`config.mk`:
```
export PLATFORM = sky130hd
export DESIGN_NAME = spi_reg_bridge
export DESIGN_NICKNAME = d
export VERILOG_FILES = /design/src/rtl/spi_reg_bridge_pkg.sv /design/src/rtl/spi_reg_bridge_sync_edge.sv /design/src/rtl/spi_reg_bridge.sv
export SDC_FILE = /design/constraint.sdc
export NUM_CORES = 1
export LEC_CHECK = 0
export ABC_CLOCK_PERIOD_IN_PS = 3500
export BUFFER_PORTS_ARGS = -buffer_cell sky130_fd_sc_hd__buf_2
export CAP_MARGIN = 20
export CORE_UTILIZATION = 50
export DETAILED_ROUTE_END_ITERATION = 12
export HOLD_SLACK_MARGIN = 0.1
export PLACE_DENSITY = 0.77
export SLEW_MARGIN = 25
export SYNTH_ARGS = -nofsm -noshare
export SYNTH_HDL_FRONTEND = slang
export SYNTH_SLANG_ARGS = --single-unit
```
`constraint.sdc`:
```
create_clock -name clk -period 3.5 [get_ports clk]
set_clock_uncertainty 0.2 [all_clocks]
set_input_delay 0.175 -clock clk [delete_from_list [all_inputs] [get_ports clk]]
set_output_delay 0.175 -clock clk [all_outputs]
set_load 0.01 [all_outputs]
```
`src/rtl/spi_reg_bridge_pkg.sv`:
```
`default_nettype none
// ============================================================================
//  Module   : spi_reg_bridge_pkg
//  Purpose  : Shared frame layout constants, FSM state encodings and a width
//             helper for the SPI-to-register bridge.
//  Contents : command field positions, 2-bit state encodings, cnt_width()
//  Revision : 1.0 - initial release
// ============================================================================
package spi_reg_bridge_pkg;

    // Command byte layout: {rw, reserved[3:0], addr[2:0]}
    localparam int c_cmd_bits = 8;
    localparam int c_rw_bit   = 7;
    localparam int c_rsvd_msb = 6;
    localparam int c_rsvd_lsb = 3;

    // FSM state encodings
    localparam logic [1:0] c_st_idle    = 2'd0;
    localparam logic [1:0] c_st_cmd     = 2'd1;
    localparam logic [1:0] c_st_data    = 2'd2;
    localparam logic [1:0] c_st_wait_cs = 2'd3;

    // Bit counter width: one spare bit above the full frame length so the
    // saturating counter can never wrap within a frame.
    function automatic int cnt_width(input int data_bits);
        return $clog2(data_bits + c_cmd_bits) + 1;
    endfunction

endpackage : spi_reg_bridge_pkg
`default_nettype wire

```
`src/rtl/spi_reg_bridge_sync_edge.sv`:
```
`default_nettype none
// ============================================================================
//  Module   : spi_reg_bridge_sync_edge
//  Purpose  : Multi-stage synchronizer for one asynchronous SPI pin plus
//             single-clk rise/fall pulse generation in the clk domain.
//  Ports    : clk, rst (async, active-high)
//             din   - asynchronous input pin
//             level - synchronized level (last synchronizer stage)
//             rise  - 1-clk pulse on a synchronized 0->1 change
//             fall  - 1-clk pulse on a synchronized 1->0 change
//  Revision : 1.0 - initial release
// ============================================================================
module spi_reg_bridge_sync_edge #(
    parameter int   SYNC_STAGES = 2,
    parameter logic RESET_VAL   = 1'b0
) (
    input  logic clk,
    input  logic rst,
    input  logic din,
    output logic level,
    output logic rise,
    output logic fall
);

    logic [SYNC_STAGES-1:0] r_sync;
    logic                   r_prev;

    // Reset to the pin's idle level so that no phantom edge appears when
    // reset is released with the bus idle.
    always_ff @(posedge clk or posedge rst) begin
        if (rst) begin
            r_sync <= {SYNC_STAGES{RESET_VAL}};
            r_prev <= RESET_VAL;
        end else begin
            r_sync <= {r_sync[SYNC_STAGES-2:0], din};
            r_prev <= r_sync[SYNC_STAGES-1];
        end
    end

    assign level = r_sync[SYNC_STAGES-1];
    assign rise  =  level & ~r_prev;
    assign fall  = ~level &  r_prev;

endmodule : spi_reg_bridge_sync_edge
`default_nettype wire

```
`src/rtl/spi_reg_bridge.sv`:
```
`default_nettype none
// ============================================================================
//  Module   : spi_reg_bridge
//  Purpose  : SPI mode-0 slave (MSB first) that decodes host frames of
//             {rw,4'b0000,addr[2:0]} + DATA_BITS data into a single-cycle
//             register write port and a combinational register read port.
//             All SPI pins are oversampled in the clk domain.
//  Ports    : clk, rst (async, active-high)
//             spi_sclk, spi_cs_n, spi_mosi - SPI inputs (async to clk)
//             spi_miso, spi_miso_oe        - SPI output and its enable
//             wr_en, wr_addr, wr_data      - 1-clk write strobe to regfile
//             rd_addr, rd_data             - read port to regfile
//             frame_err                    - 1-clk pulse, aborted/bad frame
//             busy                         - high while a frame is active
//  Revision : 1.0 - initial release
// ============================================================================
module spi_reg_bridge
    import spi_reg_bridge_pkg::*;
#(
    parameter int DATA_BITS   = 16,
    parameter int ADDR_BITS   = 3,
    parameter int NUM_REGS    = 6,
    parameter int SYNC_STAGES = 2
) (
    input  logic                 clk,
    input  logic                 rst,
    input  logic                 spi_sclk,
    input  logic                 spi_cs_n,
    input  logic                 spi_mosi,
    output logic                 spi_miso,
    output logic                 spi_miso_oe,
    output logic                 wr_en,
    output logic [ADDR_BITS-1:0] wr_addr,
    output logic [DATA_BITS-1:0] wr_data,
    output logic [ADDR_BITS-1:0] rd_addr,
    input  logic [DATA_BITS-1:0] rd_data,
    output logic                 frame_err,
    output logic                 busy
);

    localparam int               c_cnt_w      = cnt_width(DATA_BITS);
    localparam logic [c_cnt_w-1:0] c_cmd_last   = c_cnt_w'(c_cmd_bits - 1);
    localparam logic [c_cnt_w-1:0] c_frame_last = c_cnt_w'(c_cmd_bits + DATA_BITS - 1);
    localparam logic [c_cnt_w-1:0] c_cnt_max    = '1;

    // Synchronized pins and edge pulses
    logic w_sclk_level_unused, w_sclk_rise, w_sclk_fall;
    logic w_cs_level, w_cs_rise, w_cs_fall;
    logic w_mosi, w_mosi_rise_unused, w_mosi_fall_unused;

    spi_reg_bridge_sync_edge #(.SYNC_STAGES(SYNC_STAGES), .RESET_VAL(1'b0)) u_sync_sclk (
        .clk(clk), .rst(rst), .din(spi_sclk),
        .level(w_sclk_level_unused), .rise(w_sclk_rise), .fall(w_sclk_fall)
    );

    spi_reg_bridge_sync_edge #(.SYNC_STAGES(SYNC_STAGES), .RESET_VAL(1'b1)) u_sync_cs (
        .clk(clk), .rst(rst), .din(spi_cs_n),
        .level(w_cs_level), .rise(w_cs_rise), .fall(w_cs_fall)
    );

    spi_reg_bridge_sync_edge #(.SYNC_STAGES(SYNC_STAGES), .RESET_VAL(1'b0)) u_sync_mosi (
        .clk(clk), .rst(rst), .din(spi_mosi),
        .level(w_mosi), .rise(w_mosi_rise_unused), .fall(w_mosi_fall_unused)
    );

    // State and datapath registers
    logic [1:0]           r_state, w_state_next;
    logic [c_cnt_w-1:0]   r_bit_cnt;
    logic [c_cmd_bits-2:0] r_cmd_shift;
    logic [DATA_BITS-2:0] r_rx_shift;     // MSB-1..0; final bit joins from w_mosi
    logic [DATA_BITS-1:0] r_tx_shift;
    logic                 r_tx_active;
    logic                 r_rw;
    logic [ADDR_BITS-1:0] r_addr;
    logic                 r_rd_upd;
    logic                 r_rd_load;
    logic                 r_wr_en;
    logic [ADDR_BITS-1:0] r_wr_addr;
    logic [DATA_BITS-1:0] r_wr_data;
    logic [ADDR_BITS-1:0] r_rd_addr;
    logic                 r_frame_err;

    // Command byte as it stands once the current mosi bit is shifted in
    logic [c_cmd_bits-1:0] w_cmd;
    logic                  w_cmd_ok;
    logic                  w_abort, w_cmd_end, w_data_end;

    assign w_cmd    = {r_cmd_shift, w_mosi};
    assign w_cmd_ok = (w_cmd[c_rsvd_msb:c_rsvd_lsb] == '0) &&
                      (int'(w_cmd[ADDR_BITS-1:0]) < NUM_REGS);

    // ---------------------------------------------------------------- state
    always_ff @(posedge clk or posedge rst) begin
        if (rst) r_state <= c_st_idle;
        else     r_state <= w_state_next;
    end

    // ----------------------------------------------------------- next state
    always_comb begin
        w_state_next = r_state;
        w_abort      = 1'b0;
        w_cmd_end    = 1'b0;
        w_data_end   = 1'b0;
        case (r_state)
            c_st_idle: begin
                if (w_cs_fall) w_state_next = c_st_cmd;
            end
            c_st_cmd: begin
                if (w_cs_rise) begin
                    w_abort      = 1'b1;
                    w_state_next = c_st_idle;
                end else if (w_sclk_rise && (r_bit_cnt == c_cmd_last)) begin
                    w_cmd_end    = 1'b1;
                    w_state_next = w_cmd_ok ? c_st_data : c_st_wait_cs;
                end
            end
            c_st_data: begin
                // A final data rise landing with the CS release still
                // completes the frame; the release is consumed here.
                if (w_sclk_rise && (r_bit_cnt == c_frame_last)) begin
                    w_data_end   = 1'b1;
                    w_state_next = w_cs_rise ? c_st_idle : c_st_wait_cs;
                end else if (w_cs_rise) begin
                    w_abort      = 1'b1;
                    w_state_next = c_st_idle;
                end
            end
            c_st_wait_cs: begin
                if (w_cs_rise) w_state_next = c_st_idle;
            end
            default: w_state_next = c_st_idle;
        endcase
    end

    // ------------------------------------------------------------- datapath
    always_ff @(posedge clk or posedge rst) begin
        if (rst) begin
            r_bit_cnt   <= '0;
            r_cmd_shift <= '0;
            r_rx_shift  <= '0;
            r_tx_shift  <= '0;
            r_tx_active <= 1'b0;
            r_rw        <= 1'b0;
            r_addr      <= '0;
            r_rd_upd    <= 1'b0;
            r_rd_load   <= 1'b0;
            r_wr_en     <= 1'b0;
            r_wr_addr   <= '0;
            r_wr_data   <= '0;
            r_rd_addr   <= '0;
            r_frame_err <= 1'b0;
        end else begin
            r_wr_en     <= 1'b0;
            r_rd_load   <= 1'b0;
            r_rd_upd    <= w_cmd_end;
            r_frame_err <= w_abort | (w_cmd_end & ~w_cmd_ok);

            if ((r_state == c_st_idle) && w_cs_fall) begin
                r_bit_cnt   <= '0;
                r_cmd_shift <= '0;
                r_rx_shift  <= '0;
                r_tx_shift  <= '0;
                r_tx_active <= 1'b0;
            end

            if (w_abort) begin
                r_bit_cnt   <= '0;
                r_rx_shift  <= '0;
                r_tx_shift  <= '0;
                r_tx_active <= 1'b0;
            end else begin
                if (w_sclk_rise && ((r_state == c_st_cmd) || (r_state == c_st_data)) &&
                    (r_bit_cnt != c_cnt_max))
                    r_bit_cnt <= r_bit_cnt + c_cnt_w'(1);

                if ((r_state == c_st_cmd) && w_sclk_rise)
                    r_cmd_shift <= w_cmd[c_cmd_bits-2:0];

                if (w_cmd_end) begin
                    r_rw   <= w_cmd[c_rw_bit];
                    r_addr <= w_cmd[ADDR_BITS-1:0];
                end

                // rd_addr follows the command by one clk; the regfile read
                // data is captured one clk after that.
                if (r_rd_upd) begin
                    r_rd_addr <= r_addr;
                    r_rd_load <= r_rw && (r_state == c_st_data);
                end

                if (r_rd_load && (r_state == c_st_data))
                    r_tx_shift <= rd_data;

                if ((r_state == c_st_data) && !r_rw && w_sclk_rise)
                    r_rx_shift <= {r_rx_shift[DATA_BITS-3:0], w_mosi};

                if (w_data_end && !r_rw) begin
                    r_wr_en   <= 1'b1;
                    r_wr_addr <= r_addr;
                    r_wr_data <= {r_rx_shift, w_mosi};
                end

                // First fall of the data phase exposes the MSB; later falls shift.
                if ((r_state == c_st_data) && r_rw && w_sclk_fall) begin
                    if (!r_tx_active) r_tx_active <= 1'b1;
                    else              r_tx_shift  <= {r_tx_shift[DATA_BITS-2:0], 1'b0};
                end
            end
        end
    end

    // -------------------------------------------------------------- outputs
    always_comb begin
        busy        = (r_state != c_st_idle);
        spi_miso_oe = ~w_cs_level;
        spi_miso    = (r_state == c_st_data) & r_rw & r_tx_active & r_tx_shift[DATA_BITS-1];
    end

    assign wr_en     = r_wr_en;
    assign wr_addr   = r_wr_addr;
    assign wr_data   = r_wr_data;
    assign rd_addr   = r_rd_addr;
    assign frame_err = r_frame_err;

endmodule : spi_reg_bridge
`default_nettype wire

```
==> metrics <==
Max stage delay on crit path=about 0.76 ns; RSZ-0062 raised after global routing=false; TritonCTS Sinks=85; Critical Path RT=3.55 ns; area occupied by multi-input gates=about 1500 sq um; # diodes=0; crit-path cells=inv_1, ha_1, and3b_2, a211o_1, mux2_2; drt wl/cell=15.1 microns; synth unique cells=47; area delta synth->final=18.7%; # DRC=0; synthesized area per cell=10.8 sq um; die area=7980 sq um; IO Count=48; Clock Power Share=31.7%; fillers=591; final WL=7830 microns; Hold Violations, Final=0; commonest cells after routing, fill and taps aside=dfrtp_1 (82), nand3_1 (51), buf_2 (47); fin nets=440; Gate power share=between 10% and 20%; Cells after Synth=approximately 350; hold buffers post-CTS=20; crit-path leading delay family=compound AO/OA/AOI/OAI gates; Routed Antenna Nets=0; number of global-route vias before repair=2644; vias per inst=roughly 5.6; final period utilization=73.1%; DR vias=between 2k and 3k; Detailed Place HPWL=4890 microns; fmax=391 MHz; CTS resizes=0; Crit Path Max Fanout=19; IO Port Bufs=47; Slowest cell on crit path=a211o_1; mapped cell area=3810 sq um; sequential share of power=around 50%; core area=7330 sq um; status=finished clean; floorplan row count=31; FF/Latch Area=2130 sq um; total CTS buffers=9; setup TNS=0 ns; Post-Route Utilization=between 60% and 70%; Post-CTS Setup Bufs=0; Final setup violation count=0; sw power=0.704 mW; clock buffer depth=2; share of cells above drive strength 1=26.5%; CTS tree=done; clk slew on worst S/H paths=0.10 ns; Slew Limit Fails=0; Starting Density=52.0%; Critical path buffers and inverters=1; internal power=1.48 mW; Worst Setup Path Type=flop to flop; DRT Pass-1 Iters=4; initial drt markers=~220; Worst setup SP type=flop; Max-cap violations=0; Worst slew margin=36.8%; total gr overflow=0; Final min period=2.56 ns; Max VDD drop=between 200 and 250 uV; Placer Congestion=0.955; Root Driver=clkbuf_8; CTS H-tree lvls=3; Clk Latency, worst-skew pair=0.36 ns; Pwr per Cell Area=481 nW/um^2; Die W=between 80 and 90 microns; largest net degree at the start of global routing=39; crit path DAT=2.61 ns; first-pass GRT wire length=about 13000 microns; class of the worst hold path=input port to asynchronous set/reset pin; actual slew at the worst max-slew pin=0.947 ns; Critical Path Sink Type=flop; Yosys reg bits=85; leak pwr=approximately 2.2 nW; Power, Total=2.18 mW; Syn Nets=378; most common cell after layout, fill and taps aside=dfrtp_1; GRT Total Usage=21.1%; initial antenna violation count=0; Ys Warns=0; Die Y=89.4 microns; sequential-to-total area share from yosys stat=55.9%; switching share of total power=~32%
[layer usage]
metal  vias to the layer above  wire length [microns]  GRT usage, %
met5                         -                      0             0
met3                        22                    310          5.08
met4                         0                    192          9.67
li1                       1390                      -             -
met2                        88                   3700          32.2
met1                      1381                   3630          28.7
[area by class of cell]
| class | instances | share of cell area, % |
|---|---|---|
| sequential | 85 | 47.1 |
| multi-input combinational | 235 | 33.8 |
| timing repair buffer | 75 | 11.2 |
| clock buffer | 9 | 2.74 |
| tap | 99 | 2.74 |
| clock inverter | 7 | 1.77 |
| inverter | 8 | 0.691 |
[power by group through the flow]
stage	registers (mW)	logic (mW)	clock network, mW
after floorplan	1.09	0.281	0
after global placement	1.10	0.377	0
after detailed placement	1.10	0.381	0
after CTS	1.09	0.399	0.703
after global routing	1.10	0.448	0.746
final	1.09	0.404	0.690
[synth_stat cells, drive strengths merged]
| cell | instances | area share, % |
|---|---|---|
| nand4 | 2 | 0.33 |
| nand3 | 51 | 6.7 |
| a21o | 1 | 0.20 |
| a211oi | 3 | 0.59 |
| and3b | 1 | 0.26 |
| nor3 | 2 | 0.26 |
| a22o | 1 | 0.23 |
| o21ai | 10 | 1.3 |
| and3 | 1 | 0.20 |
| and2b | 1 | 0.20 |
| nand2 | 40 | 4.0 |
| clkbuf | 19 | 1.9 |
| dfstp | 3 | 2.1 |
| buf | 5 | 1.4 |
| nand4b | 1 | 0.23 |
| a31oi | 3 | 0.49 |
| a41oi | 1 | 0.23 |
| nor4 | 1 | 0.16 |
| nand3b | 3 | 0.69 |
| a221oi | 2 | 0.46 |
| ha | 5 | 1.6 |
| nor2b | 1 | 0.16 |
| nor3b | 4 | 0.79 |
| a311oi | 15 | 3.4 |
| dfrtp | 82 | 54 |
| or3b | 1 | 0.23 |
| and4bb | 1 | 0.43 |
| and2 | 3 | 0.52 |
| o21a | 3 | 0.59 |
| nand2b | 3 | 0.49 |
| a21oi | 22 | 2.9 |
| mux2 | 26 | 8.7 |
| mux2i | 1 | 0.26 |
| o211ai | 1 | 0.20 |
| a31o | 2 | 0.46 |
| nor2 | 19 | 1.9 |
| and4 | 1 | 0.23 |
| inv | 8 | 0.79 |
| or4 | 1 | 0.20 |
| a211o | 1 | 0.23 |
| a41o | 1 | 0.30 |
[worst paths after layout]
path	slack [ns]	cells past startpoint	to	startpoint
worst min register to register	0.16	0	u_sync_mosi.r_sync[1]	u_sync_mosi.r_sync[0]
max in group asynchronous	2.17	4	u_sync_cs.r_prev	rst
worst max register to register	0.94	5	wr_addr[1]	r_state[0]
worst min-delay path	0.15	3	wr_data[0]	rst
min in group clk	0.16	0	u_sync_mosi.r_sync[1]	u_sync_mosi.r_sync[0]
worst max-delay path	0.94	5	wr_addr[1]	r_state[0]
[worst min-delay path: cells and delay by family]
family,cells,cell delay (ns)
buf+inv,3,0.98
[state kept, by name, indices dropped and copies added (netlist names)]
name / flops
frame_err: 1
r_addr: 3
r_bit_cnt: 6
r_cmd_shift: 7
r_rd_load: 1
r_rd_upd: 1
r_rw: 1
r_rx_shift: 15
r_state: 2
r_tx_active: 1
r_tx_shift: 16
rd_addr: 3
u_sync_cs.r_prev: 1
u_sync_cs.r_sync: 2
u_sync_mosi.r_sync: 2
u_sync_sclk.r_prev: 1
u_sync_sclk.r_sync: 2
wr_addr: 3
wr_data: 16
wr_en: 1
[kinds of logic after synthesis]
family          count (synthesis)  synth area share, %
compound gates                 66                 11.6
fa+ha+maj                       5                 1.64
buf+inv                        32                 4.03
flops                          85                 55.9
mux                            27                 8.92
simple gates                  137                 17.9
[metrics by stage]
stage,cells,setup slack (ns),hold WS (ns),area (sq um)
after floorplan,352,0.936,-0.0205,3810
after global placement,482,1.07,0.0172,4120
after global routing,518,0.784,0.169,4530
after detailed placement,482,0.934,0.0193,4120
final,518,0.943,0.150,4530
after CTS,518,0.913,0.158,4530
Note: power is estimated with default switching activity, not from simulation.
